### config.mk
export PLATFORM = sky130hd
export DESIGN_NAME = crack_job_dispatcher
export DESIGN_NICKNAME = d
export VERILOG_FILES = /design/src/rtl/crack_pkg.sv /design/src/rtl/crack_worker_arbiter.sv /design/src/rtl/crack_job_dispatcher.sv
export SDC_FILE = /design/constraint.sdc
export NUM_CORES = 1
export LEC_CHECK = 0
export ABC_CLOCK_PERIOD_IN_PS = 5400
export BUFFER_PORTS_ARGS = -buffer_cell sky130_fd_sc_hd__buf_2
export CORE_MARGIN = 1
export CORE_UTILIZATION = 45
export DETAILED_ROUTE_END_ITERATION = 10
export GPL_TIMING_DRIVEN = 0
export PLACE_DENSITY = 0.7
export SYNTH_ARGS = -nofsm -noshare
export SYNTH_HDL_FRONTEND = slang
export SYNTH_SLANG_ARGS = --single-unit
### constraint.sdc
create_clock -name clk -period 5.4 [get_ports clk]
set_clock_uncertainty 0.05 [all_clocks]
set_input_delay 1.08 -clock clk [delete_from_list [all_inputs] [get_ports clk]]
set_output_delay 1.08 -clock clk [all_outputs]
set_load 0.01 [all_outputs]
### src/rtl/crack_pkg.sv
// Shared widths, state encoding and slice-bound helper for the password-cracker job dispatcher.
package crack_pkg;

    localparam int SYM_W           = 6;
    localparam int PWD_W           = 32;
    localparam int WID_W           = 4;
    localparam int DEFAULT_CHARSET = 36;

    typedef enum logic [1:0] {
        ST_IDLE     = 2'd0,
        ST_DISPATCH = 2'd1,
        ST_WAIT     = 2'd2,
        ST_REPORT   = 2'd3
    } disp_state_t;

    // Last symbol of a slice starting at sym_first, clipped to the end of the charset.
    function automatic logic [SYM_W-1:0] slice_last(input logic [6:0] sym_first,
                                                    input int slice,
                                                    input int charset);
        logic [7:0] last;
        last = {1'b0, sym_first} + 8'(slice) - 8'd1;
        if (last > 8'(charset - 1)) begin
            last = 8'(charset - 1);
        end
        return last[SYM_W-1:0];
    endfunction

endpackage

### src/rtl/crack_worker_arbiter.sv
// Fixed-priority picker: lowest set request wins; one-hot grant plus its index, purely combinational.
module crack_worker_arbiter
    import crack_pkg::*;
#(
    parameter int N = 9
) (
    input  logic [N-1:0]     req,
    output logic [N-1:0]     grant,
    output logic [WID_W-1:0] idx,
    output logic             any
);

    always_comb begin
        grant = '0;
        idx   = '0;
        any   = 1'b0;
        for (int i = N - 1; i >= 0; i--) begin
            if (req[i]) begin
                grant    = '0;
                grant[i] = 1'b1;
                idx      = WID_W'(i);
                any      = 1'b1;
            end
        end
    end

endmodule

### src/rtl/crack_job_dispatcher.sv
// Hands first-symbol slices to a worker pool and reports one overall search result.
// Offer is registered and held until accepted; at most one job accepted per cycle.
module crack_job_dispatcher
    import crack_pkg::*;
#(
    parameter int NUM_WORKERS    = 9,
    parameter int CHARSET        = DEFAULT_CHARSET,
    parameter int SLICE          = 4,
    parameter int TIMEOUT_CYCLES = 65535
) (
    input  logic                   clk,
    input  logic                   rst,
    input  logic                   start,
    input  logic [PWD_W-1:0]       password_in,
    output logic [PWD_W-1:0]       password_out,
    output logic [NUM_WORKERS-1:0] job_valid,
    input  logic [NUM_WORKERS-1:0] job_ready,
    output logic [SYM_W-1:0]       job_from,
    output logic [SYM_W-1:0]       job_to,
    input  logic [NUM_WORKERS-1:0] wrk_done,
    input  logic [NUM_WORKERS-1:0] wrk_found,
    output logic                   abort,
    output logic                   busy,
    output logic                   done,
    output logic                   found,
    output logic [WID_W-1:0]       found_worker,
    output logic                   timeout
);

    localparam logic [6:0]  CHARSET_L = 7'(CHARSET);
    localparam logic [6:0]  SLICE_L   = 7'(SLICE);
    localparam logic [15:0] TMO_LAST  = 16'(TIMEOUT_CYCLES - 1);

    disp_state_t            state;
    logic [NUM_WORKERS-1:0] worker_busy;
    logic [NUM_WORKERS-1:0] busy_nxt;
    logic [NUM_WORKERS-1:0] done_clr;
    logic [NUM_WORKERS-1:0] hit_vec;
    logic [NUM_WORKERS-1:0] idle_grant;
    logic [NUM_WORKERS-1:0] hit_grant;
    logic [WID_W-1:0]       idle_idx;
    logic [WID_W-1:0]       hit_idx;
    logic [6:0]             next_from;
    logic [6:0]             from_nxt;
    logic [15:0]            cycle_cnt;
    logic                   active;
    logic                   accept;
    logic                   idle_any;
    logic                   hit_any;
    logic                   arb_unused;

    // A worker accepting in this cycle is not yet busy, so its done/found pulses are ignored.
    always_comb begin
        active   = (state == ST_DISPATCH) || (state == ST_WAIT);
        accept   = |(job_valid & job_ready);
        done_clr = active ? (wrk_done & worker_busy) : '0;
        hit_vec  = active ? (wrk_found & worker_busy) : '0;
        busy_nxt = (worker_busy & ~done_clr) | (accept ? job_valid : '0);
        from_nxt = accept ? (next_from + SLICE_L) : next_from;
    end

    assign busy       = active;
    assign arb_unused = ^{idle_idx, hit_grant};

    crack_worker_arbiter #(.N(NUM_WORKERS)) u_idle_pick (
        .req   (~busy_nxt),
        .grant (idle_grant),
        .idx   (idle_idx),
        .any   (idle_any)
    );

    crack_worker_arbiter #(.N(NUM_WORKERS)) u_hit_pick (
        .req   (hit_vec),
        .grant (hit_grant),
        .idx   (hit_idx),
        .any   (hit_any)
    );

    always_ff @(posedge clk) begin
        if (rst) begin
            state        <= ST_IDLE;
            worker_busy  <= '0;
            next_from    <= '0;
            cycle_cnt    <= '0;
            password_out <= '0;
            job_valid    <= '0;
            job_from     <= '0;
            job_to       <= '0;
            abort        <= 1'b0;
            done         <= 1'b0;
            found        <= 1'b0;
            found_worker <= '0;
            timeout      <= 1'b0;
        end else begin
            abort <= 1'b0;
            case (state)
                ST_IDLE: begin
                    if (start) begin
                        password_out <= password_in;
                        done         <= 1'b0;
                        found        <= 1'b0;
                        found_worker <= '0;
                        timeout      <= 1'b0;
                        worker_busy  <= '0;
                        next_from    <= '0;
                        cycle_cnt    <= '0;
                        job_valid    <= NUM_WORKERS'(1);
                        job_from     <= '0;
                        job_to       <= slice_last(7'd0, SLICE, CHARSET);
                        state        <= ST_DISPATCH;
                    end
                end
                ST_DISPATCH, ST_WAIT: begin
                    worker_busy <= busy_nxt;
                    next_from   <= from_nxt;
                    cycle_cnt   <= cycle_cnt + 16'd1;
                    if (hit_any) begin
                        found        <= 1'b1;
                        found_worker <= hit_idx;
                        abort        <= 1'b1;
                        done         <= 1'b1;
                        job_valid    <= '0;
                        state        <= ST_REPORT;
                    end else if (cycle_cnt == TMO_LAST) begin
                        timeout   <= 1'b1;
                        abort     <= 1'b1;
                        done      <= 1'b1;
                        job_valid <= '0;
                        state     <= ST_REPORT;
                    end else if (state == ST_WAIT) begin
                        if (busy_nxt == '0) begin
                            done  <= 1'b1;
                            state <= ST_REPORT;
                        end
                    end else if (from_nxt >= CHARSET_L) begin
                        job_valid <= '0;
                        state     <= ST_WAIT;
                    end else if ((job_valid == '0) || accept) begin
                        // New offer only once the previous one is taken, so it never shifts under a waiting worker.
                        job_valid <= idle_any ? idle_grant : '0;
                        job_from  <= from_nxt[SYM_W-1:0];
                        job_to    <= slice_last(from_nxt, SLICE, CHARSET);
                    end
                end
                default: begin
                    state <= ST_IDLE;
                end
            endcase
        end
    end

endmodule

# Yosys cells after proc, flatten, opt, wreduce, memory -nomap -nowiden
# Index checks and enable logic that the tools add are counted.
[totals]
ff_bits = 95
wordCells = 153
[op_classes]
add_sub_neg = 4
magnitude_cmp = 2
n_eq_ne = 17
mux = 92
bitwise = 8
n_reduce_logical = 17
[ops]
columns = ["cell", "n"]
rows = [
  ["$mux 9", 20],
  ["$mux 6", 13],
  ["$mux 4", 11],
  ["$and 9x9->9", 4],
  ["$pmux 9 s2", 2],
  ["$pmux 16 s2", 1],
  ["$mux 1", 28],
  ["$pmux 6 s2", 2],
  ["$logic_not 9->1", 2],
  ["$not 9->9", 2],
  ["$add 16x1->16 const B", 1],
  ["$eq 16x16->1 const B", 1],
  ["$mux 16", 1],
  ["$ne 2x2->1 const B", 8],
  ["$ne 5x5->1 const B", 3],
  ["$mux 7", 2],
  ["$pmux 7 s2", 1],
  ["$mux 2", 6],
  ["$ne 4x4->1 const B", 3],
  ["$reduce_and 4->1", 3],
  ["$or 9x9->9", 1],
  ["$reduce_or 9->1", 1],
  ["$add 7x3->8 const B", 1],
  ["$gt 8x6->1 const B", 1],
  ["other kinds (16)", 22],
]

# Logic depth before layout (Yosys ltp)
# Gate-level depths: netlist of run 1.
[logic_depth]
word_depth = 23
ltp_mapped = 10
ltp_nobuf = 9

# Hierarchy
# A second synthesis of run 1 with hierarchy kept.
[hier_totals]
cells_unflattened = 533
hier_area_um2 = 4321.6
[modules_own_cells]
columns = ["module", "n_inst", "cells_per_inst", "area_per_inst_um2"]
rows = [
  ["crack_job_dispatcher", 1, 481, 3968.8],
  ["crack_worker_arbiter", 2, 26, 176.4],
]

# Worst setup path before layout of run 1
# OpenSTA, ideal clock, no wires.
[synth_timing]
kind = "input port to flip-flop"
start = "input job_ready[3]"
end = "register state[0]"
setup_ns = 0.096
arrival_time_ns = 2.863
required_ns = 5.254
slack_ns = 2.391
cell_stages = 7
n_path_buf = 1
path_cell_list = "a222oi_1 -> and2_1 -> buf_6 -> a41o_4 -> and3b_1 -> or2_1 -> o41ai_2"
[synth_via]
elab_chain_len = 7
[synth_rtl]
columns = ["element", "line_no", "text"]
rows = [
  ["start, declared", "crack_job_dispatcher.sv:17", "input logic [NUM_WORKERS-1:0] job_ready,"],
  ["$and 9x9->9 *", "crack_job_dispatcher.sv:55", "accept = |(job_valid & job_ready);"],
  ["$reduce_or 9->1 *", "crack_job_dispatcher.sv:55", ""],
  ["parallel branches: the longest is 4 deep, another holds $ge 7x6->1", "--", ""],
  ["$reduce_and 3->1 (no line) *", "--", ""],
  ["end signal, assigned", "crack_job_dispatcher.sv:129", "state <= ST_REPORT;"],
  ["end signal, assigned", "crack_job_dispatcher.sv:133", "state <= ST_REPORT;"],
  ["end signal, assigned", "crack_job_dispatcher.sv:137", "state <= ST_WAIT;"],
  ["end, declared", "crack_job_dispatcher.sv:34", "disp_state_t state;"],
]
# Mark *: on every way between the ends.
# A chain may end at the register's enable or synchronous reset.

# Final worst setup path of run 1
# Same ends and word-level chain as after synthesis.

==> results of run 1 <==
-- layout make-up --
class / instances / area, sq um
buffer: 26 / 110
clock buffer: 9 / 124
clock inverter: 7 / 73.8
fill: 815 / 3730
inverter: 10 / 37.5
multi-input combinational: 371 / 2100
sequential: 92 / 1840
tap: 108 / 135
timing repair buffer: 123 / 616
-- power by group --
part | switching [uW] | leakage, uW | total (uW) | internal [uW]
sequential | 42.1 | 0.000748 | 790 | 748
clock | 251 | 0.000100 | 467 | 216
combinational | 457 | 0.00126 | 688 | 231
-- cells in the final DEF, fill, tap and decap left out, drive strengths merged, types with 2 or more instances in the layout --
cell     count
nand3       14
xor2         9
or3b         2
nor2b        2
a21o         6
o2bb2ai     13
dfxtp       92
clkbuf      27
inv         12
nor4         4
nor2        53
nand2b       4
xnor2        4
clkinv       3
o21ai       19
a22o         3
nand2       89
a22oi       11
a31o         2
ha           6
a32oi        3
o41ai        3
nand4       10
a21oi       65
a21boi       9
a311oi       3
and2         6
or3          6
buf        131
nor3         9
-- cell families after synthesis --
group           share of synthesized area
simple gates                        0.227
compound gates                      0.237
flops                               0.451
buf+inv                            0.0361
xor+xnor                           0.0279
fa+ha+maj                          0.0184
mux                               0.00245
-- worst min-delay path: stages (launching register included) --
cell and delay, ps:
dfxtp_1 310, nand2_1 50, a21oi_1 50
-- flip-flops by register name, indices dropped and copies added, names as in the netlist, 2 cells and up --
signal	flops
job_valid	9
worker_busy	9
next_from	5
found_worker	4
cycle_cnt	16
state	2
password_out	32
job_to	6
job_from	5
-- worst paths after layout --
path / to / cells past startpoint / from / slack, ps
worst max-delay path: state[0] / 8 / job_ready[3] / 2250
worst min-delay path: password_out[18] / 2 / password_out[18] / 400
worst max register to register: cycle_cnt[14] / 10 / state[1] / 2390
worst min register to register: password_out[18] / 2 / password_out[18] / 400
-- through the flow --
stage                     area [sq um]  utilization
final                             5040        0.575
after floorplan                   4090            -
after global routing              5040        0.575
after CTS                         5040        0.575
after detailed placement          4840        0.552
after global placement            4840        0.552
-- metal layers --
| layer | global-route usage | part of all wire | vias to the layer above |
|---|---|---|---|
| met5 | 0 | 0 | - |
| met4 | 0.128 | 0.026 | 0 |
| met3 | 0.0468 | 0.065 | 30 |
| met2 | 0.375 | 0.46 | 164 |
| met1 | 0.293 | 0.45 | 1872 |
| li1 | - | - | 2032 |
==> out/metrics.csv, run 1 <==
metric,value,unit
Area Overhead vs Synth,23.2,%
Seq cells post-synth,92,
most frequent cell after synthesis,dfxtp_1,
outcome,completed,
"Hold-fix buffers, CTS",0,
placed insts,730,
vias,4098,
final setup margin,2250,ps
final worst-path cycle share,0.583,
initial core utilization,0.466,
CP Max Fanout,7,
Pwr Density,386,mW/mm^2
# nets final,701,
first-pass detailed-route iteration total,5,
Clock transition at path regs,80,ps
crit path cell chain,"buf_2, a222oi_1, and2_1, buf_6, o221ai_1, and3b_1, or2_1, o41ai_2",
Mapped Cells,499,
Synth warnings,0,
final worst path period need,3150,ps
Post-Route WL,11000,um
Least-Margin Pin Slew,963,ps
width of the chip,97.3,um
row count,34,
CP Buf/Inv Count,2,
Hold/Removal Path Class,flip-flop to flip-flop,
Netlist cell types,54,
ant diodes,0,
ys async rst share,0,
Place WS,1890,ps
Overall Global Routing Usage,0.233,
required time of the worst setup path,5630,ps
non-filler cells in the finished layout,746,
Fmax,317,MHz
Final Slew Violations,0,
ratio of cells with drive above 1 in the final layout,0.232,
first-pass GRT wire length,17900,um
"Slowest-stage cell, CP",a222oi_1,
hpwl dp,8280,um
clk_lat worst skew,370,ps
Buffers on Ports,123,
syn_area_per_cell,8.19,sq um
Overflow after GRT,0,
RSZ-0062 raised after global routing,no,
Placeable Area,0.00876,sq mm
clock buffer depth,2,
DR DRC count,0,
post-CTS setup buffer count,0,
H-Tree Depth,3,
CTS tree,done,
most area-consuming cells after synthesis,"dfxtp_1 (45%), nand2_1 (8.2%), a21oi_1 (7.8%), nor2_1 (4.9%), o2bb2ai_1 (2.8%)",
antenna violations before repair,0,
post-route antenna net violation count,0,
Critical Path Max Stage Delay,840,ps
Max-cap violations,0,
DR WL/cell,14.7,um
io pins,124,
die height,97.3,um
Setup TNS,0,ps
Critical Path End Type,flip-flop,
WP data arrival,3380,ps
pin count of the biggest net entering global routing,17,
top_reg_cell synth,dfxtp_1,
quantity of gates resized following cts,0,
Setup CP Type,primary input to flip-flop,
register area share after synthesis,0.451,
Leakage,0.00211,uW
"EDFF count, synth",0,
Die ar.,0.00947,sq mm
syn nets,567,
Vias/cell,5.49,
CTS root buf,clkbuf_8,
"Power, Total",1950,uW
cell family with most CP delay,compound AO/OA/AOI/OAI gates,
Post-synth top cells,"dfxtp_1 (92), nand2_1 (89), a21oi_1 (64)",
DRT iter0 DRCs,192,
Max VDD drop,0.199,mV
Num CTS Buffers,9,
synthesized area,0.00409,sq mm
Yosys top cell by area,dfxtp_1,
startpoint types,primary input,
CTS Sinks,92,
Synth top area share,0.451,
vias in the first global route,3897,
final hold slack,403,ps
final setup violating endpoints,0,
final RePlAce weighted congestion,0.957,
Final Hold Viols,0,
Rel. slew slack,0.358,
Power figures use the tool's default switching activity.
==> run 2, diff against run 1 <==
Settings changed: ABC_CLOCK_PERIOD_IN_PS 5400 to 2600, PLACE_DENSITY 0.7 to 0.73.
Clock period 5.4 ns to 2.6 ns, I/O delays scaled along.
==> out/metrics.csv, run 2 (synthesis results as in run 1) <==
metric,value,unit,change
Die ar.,0.00947,sq mm,unchanged
final instance area,0.00517,sq mm,was 0.00504 sq mm
Clock power frac,0.238,,was 0.240
hold-critical path endpoint,password_out[11],,was password_out[18]
Clock transition at path regs,90,ps,was 80 ps
Overflow after GRT,0,,unchanged
Vias/cell,5.57,,was 5.49
vias in the first global route,3806,,was 3897
Critical Path End Type,flip-flop,,unchanged
width of the chip,97.3,um,unchanged
clk_lat worst skew,370,ps,about the same
Place WS,-310,ps,was 1890 ps
placed insts,730,,unchanged
Num CTS Buffers,9,,unchanged
initial core utilization,0.466,,unchanged
Setup CP Type,flip-flop to flip-flop,,was primary input to flip-flop
die height,97.3,um,unchanged
Rel. slew slack,0.602,,was 0.358
Leakage,0.00216,uW,was 0.00211 uW
io pins,124,,unchanged
r2r endpoint,state[0],,was cycle_cnt[14]
Combinational Power Share,0.374,,was 0.354
"commonest non-fill, non-tap cell in the layout",buf_2,,unchanged
Pwr Density,820,mW/mm^2,was 386 mW/mm^2
"Hold-fix buffers, CTS",0,,unchanged
Buffers on Ports,123,,unchanged
Least-Margin Pin Slew,596,ps,was 963 ps
first-pass GRT wire length,18000,um,was 17900 um
Largest Register,password_out,,unchanged
Area after DPL,0.00484,sq mm,unchanged
Overall Global Routing Usage,0.233,,about the same
row count,34,,unchanged
RSZ-0062 raised after global routing,yes,,was no
max reg flops,32,,unchanged
most frequent cells in the layout,"buf_2 (124), dfxtp_1 (90), nand2_1 (89)",,"was buf_2 (124), dfxtp_1 (92), nand2_1 (89)"
DR WL/cell,14.8,um,was 14.7 um
pin count of the biggest net entering global routing,17,,unchanged
final RePlAce weighted congestion,0.930,,was 0.957
Register-to-Register Path Depth,9,,was 10
final setup margin,72.6,ps,was 2250 ps
final worst path period need,2530,ps,
antenna violations before repair,0,,unchanged
flop-to-flop setup slack,70,ps,was 2390 ps
Switch Pwr,1620,uW,was 750 uW
DR DRC count,0,,unchanged
post-route antenna net violation count,0,,unchanged
Final Hold Viols,0,,unchanged
vias,4188,,was 4098
final worst-path cycle share,0.972,,
Min-Delay Startpoint,password_in[11],,was password_out[18]
DRT iter0 DRCs,249,,was 192
Area Overhead vs Synth,26.4,%,was 23.2%
Final Slew Violations,0,,unchanged
final setup violating endpoints,0,,unchanged
hpwl dp,8190,um,was 8280 um
Int Pwr,2620,uW,was 1190 uW
first-pass detailed-route iteration total,7,,was 5
CTS Sinks,92,,unchanged
Hold/Removal Path Class,primary input to flip-flop,,was flip-flop to flip-flop
H-Tree Depth,3,,unchanged
WP data arrival,2760,ps,was 3380 ps
Post-Route WL,11100,um,was 11000 um
non-filler cells in the finished layout,752,,was 746
Switching Share,0.383,,was 0.386
ratio of cells with drive above 1 in the final layout,0.258,,was 0.232
CTS root buf,clkbuf_8,,unchanged
Max VDD drop,0.484,mV,was 0.199 mV
worst hold path stage count,3,,was 2
required time of the worst setup path,2830,ps,was 5630 ps
Placeable Area,0.00876,sq mm,unchanged
Reg power frac,0.388,,was 0.406
Max-cap violations,0,,unchanged
# nets final,707,,was 701
RR Startpoint,state[1],,unchanged
clock buffer depth,2,,unchanged
outcome,completed,,unchanged
startpoint types,flip-flop,,was primary input
Fmax,396,MHz,
CP Max Fanout,10,,was 7
ant diodes,0,,unchanged
CTS tree,done,,unchanged
top flop regs,"password_out x32, cycle_cnt x16",,unchanged
==> run 2: power by group through the flow <==
stage	Sequential [uW]	Clock, uW	Combinational [uW]
2_1_floorplan	1720	0	894
3_3_place_gp	1660	0	1390
3_5_place_dp	1670	0	1410
4_1_cts	1640	1030	1480
5_1_grt	1660	1090	1740
6_report	1640	1010	1580
==> run 2: final cells by class <==
cell class	instances	area, sq um
plain buffers	26	119
clock buffers	10	138
clock inverters	6	70.1
fillers	795	3600
inverters	10	37.5
multi-input cells	371	2160
flip-flops and latches	92	1840
well taps	108	135
repair buffers	129	661
==> run 2: metrics by stage <==
| stage | TNS [ps] | hold slack, ps | total power, uW | util |
|---|---|---|---|---|
| 6_report | 0 | 325 | 4240 | 0.590 |
| 2_1_floorplan | 0 | 408 | 2610 | - |
| 3_5_place_dp | -6950 | 395 | 3080 | 0.552 |
| 3_3_place_gp | -7460 | 386 | 3050 | 0.552 |
| 4_1_cts | 0 | 313 | 4150 | 0.581 |
| 5_1_grt | -44.6 | 329 | 4490 | 0.590 |
==> run 2: worst max path at each step <==
stage | slack, ps | cells after the start | to | start
3_5_place_dp | -310 | 10 | cycle_cnt[14] | state[1]
2_1_floorplan | 150 | 7 | state[0] | job_ready[3]
3_3_place_gp | -320 | 8 | state[0] | job_ready[3]
6_report | 70 | 9 | state[0] | state[1]
4_1_cts | 8 | 9 | state[0] | state[0]
5_1_grt | -40 | 9 | state[0] | state[1]
==> run 2: worst max-delay path, stage by stage (launching register included) <==
cell and delay (ps):
dfxtp_2 370, inv_1 80, ha_4 310, buf_6 140, a21boi_0 120, nor4_1 360
a41o_4 290, and3b_1 220, or2_1 240, o41ai_2 260
==> run 2: repair_timing <==
item | 4_1_cts | 5_1_grt
gates resized for setup | 9 | 12
setup buffers | 2 | 4
endpoints found under the setup margin | 25 | 23
pin swaps | 4 | 8
==> run 2: layer usage <==
layer | wire length (um) | up-vias | track usage
met2 | 5260 | 177 | 0.379
met5 | 0 | - | 0
met4 | 179 | 0 | 0.0792
met3 | 750 | 20 | 0.0532
met1 | 4920 | 1946 | 0.305
li1 | - | 2045 | -
==> run 3, diff against run 2 <==
Settings changed: PLACE_DENSITY 0.73 to 0.72, SYNTH_HIERARCHICAL set to 1.
==> out/metrics.csv, run 3 <==
metric,value,unit,change
die height,98.8,um,was 97.3 um
syn nets,585,,was 567
final worst path period need,2720,ps,was 2530 ps
syn_area_per_cell,8.15,sq um,was 8.19 sq um
top flop regs,"password_out x32, cycle_cnt x16",,unchanged
final RePlAce weighted congestion,0.909,,was 0.930
final setup margin,-120,ps,was 72.6 ps
initial core utilization,0.474,,was 0.466
Hold/Removal Path Class,primary input to flip-flop,,unchanged
Mapped Cells,517,,was 499
DR DRC count,0,,unchanged
final setup violating endpoints,11,,was 0
io pins,124,,unchanged
Buffers on Ports,123,,unchanged
required time of the worst setup path,2860,ps,was 2830 ps
Crit path top cell by count,buf_6,,
# nets final,740,,was 707
hpwl dp,8120,um,was 8190 um
Least-Margin Pin Slew,675,ps,was 596 ps
non-filler cells in the finished layout,785,,was 752
RSZ-0062 raised after global routing,yes,,unchanged
Final Slew Violations,0,,unchanged
failing checks,setup timing,,
Overall Global Routing Usage,0.234,,was 0.233
final hold slack,322,ps,was 325 ps
Post-Route WL,11200,um,was 11100 um
antenna violations before repair,0,,unchanged
Fmax,368,MHz,was 396 MHz
vias,4217,,was 4188
final core occ,0.622,,was 0.590
Pwr Density,832,mW/mm^2,was 820 mW/mm^2
vias in the first global route,4098,,was 3806
Area Overhead vs Synth,31.3,%,was 26.4%
CTS tree,done,,unchanged
first-pass detailed-route iteration total,4,,was 7
first-pass GRT wire length,18400,um,was 18000 um
clock buffer depth,2,,unchanged
Setup TNS,-973,ps,was 0 ps
Vias/cell,5.37,,was 5.57
Rel. slew slack,0.546,,was 0.602
final worst-path cycle share,1.05,,was 0.972
Placeable Area,0.00889,sq mm,was 0.00876 sq mm
"commonest non-fill, non-tap cell in the layout",buf_2,,unchanged
Clock transition at path regs,100,ps,was 90 ps
row count,34,,unchanged
max reg flops,32,,unchanged
CTS root buf,clkbuf_8,,unchanged
WP data arrival,2980,ps,was 2760 ps
CTS Sinks,91,,was 92
synthesized area,0.00421,sq mm,was 0.00409 sq mm
Final Hold Viols,0,,unchanged
DR WL/cell,14.3,um,was 14.8 um
most frequent cells in the layout,"buf_2 (123), nand2_1 (92), dfxtp_1 (85)",,"was buf_2 (124), dfxtp_1 (90), nand2_1 (89)"
Largest Register,password_out,,unchanged
Overflow after GRT,0,,unchanged
Max VDD drop,0.462,mV,was 0.484 mV
Synth warnings,6,,was 0
pin count of the biggest net entering global routing,19,,was 17
Die ar.,0.00976,sq mm,was 0.00947 sq mm
H-Tree Depth,3,,unchanged
Max-cap violations,0,,unchanged
Critical Path Max Stage Delay,350,ps,was 370 ps
"Power, Total",4600,uW,was 4240 uW
Num CTS Buffers,9,,unchanged
"Slowest-stage cell, CP",dfxtp_2,,unchanged
outcome,"finished, violations left",,was completed
Leakage,0.00234,uW,was 0.00216 uW
width of the chip,98.8,um,was 97.3 um
crit path cell chain,"inv_2, ha_4, clkbuf_16, buf_6, and3_4, nor4_4, nand3b_1, nand2b_4, nor2_4, buf_6, o211a_1, a211o_1, mux2i_1",,"was inv_1, ha_4, buf_6, a21boi_0, nor4_1, a41o_4, and3b_1, or2_1, o41ai_2"
Critical Path End Type,flip-flop,,unchanged
ant diodes,0,,unchanged
CP Max Fanout,4,,was 10
Setup CP Type,flip-flop to flip-flop,,unchanged
placed insts,748,,was 730
post-route antenna net violation count,0,,unchanged
clk_lat worst skew,370,ps,about the same
startpoint types,flip-flop,,unchanged
DRT iter0 DRCs,166,,was 249
# fillers,797,,was 795
ratio of cells with drive above 1 in the final layout,0.318,,was 0.258
==> run 3: layer usage <==
metal,global-route usage,share of wire,up-vias
li1,-,-,2108
met1,0.272,0.44,1995
met2,0.419,0.51,94
met3,0.0518,0.033,20
met4,0.0873,0.020,0
met5,0,0,-
==> run 3: worst paths after layout <==
path                                         end        startpoint  slack, ps  cells past startpoint
worst max-delay path                    state[0]          state[0]       -120                     13
worst min-delay path            password_out[18]   password_in[18]        320                      3
worst min register to register  password_out[16]  password_out[16]        400                      2
worst max register to register          state[0]          state[0]       -120                     13
==> run 3: repair_timing <==
item                       4_1_cts  5_1_grt
resized for setup               13       20
hold buffers                     0        0
setup endpoints to repair       26       21
setup buffers                   14        6
pin swaps                       11        6
cloned                           2        0
==> run 3: layout make-up <==
type	count	area [sq um]	area share
Buffer	27	165	0.0299
Clock buffer	9	124	0.0224
Clock inverter	7	66.3	0.0120
Inverter	26	97.6	0.0176
Multi-Input combinational cell	372	2320	0.420
Sequential cell	91	1830	0.331
Tap cell	108	135	0.0244
Timing Repair Buffer	145	792	0.143
==> run 3: power breakdown <==
part / switching, uW / internal, uW
Clock: 563 / 374
Sequential: 80.1 / 1520
Combinational: 1160 / 903
==> run 3: worst max-delay path, delay by kind of cell (launching register included) <==
family | cells | cell delay [ps]
buffers and inverters | 4 | 430
adder cells (fa/ha/maj) | 1 | 250
AND/OR/NAND/NOR | 5 | 1060
multiplexers | 1 | 190
AO/OA/AOI/OAI | 2 | 330
flip-flops | 1 | 350
==> run 3: through the flow <==
stage                     instance area [sq um]  setup slack [ps]
after floorplan                            4310              -109
after global placement                     5060              -546
after detailed placement                   5060              -580
after CTS                                  5410             -25.7
after global routing                       5530              -202
final                                      5530              -120
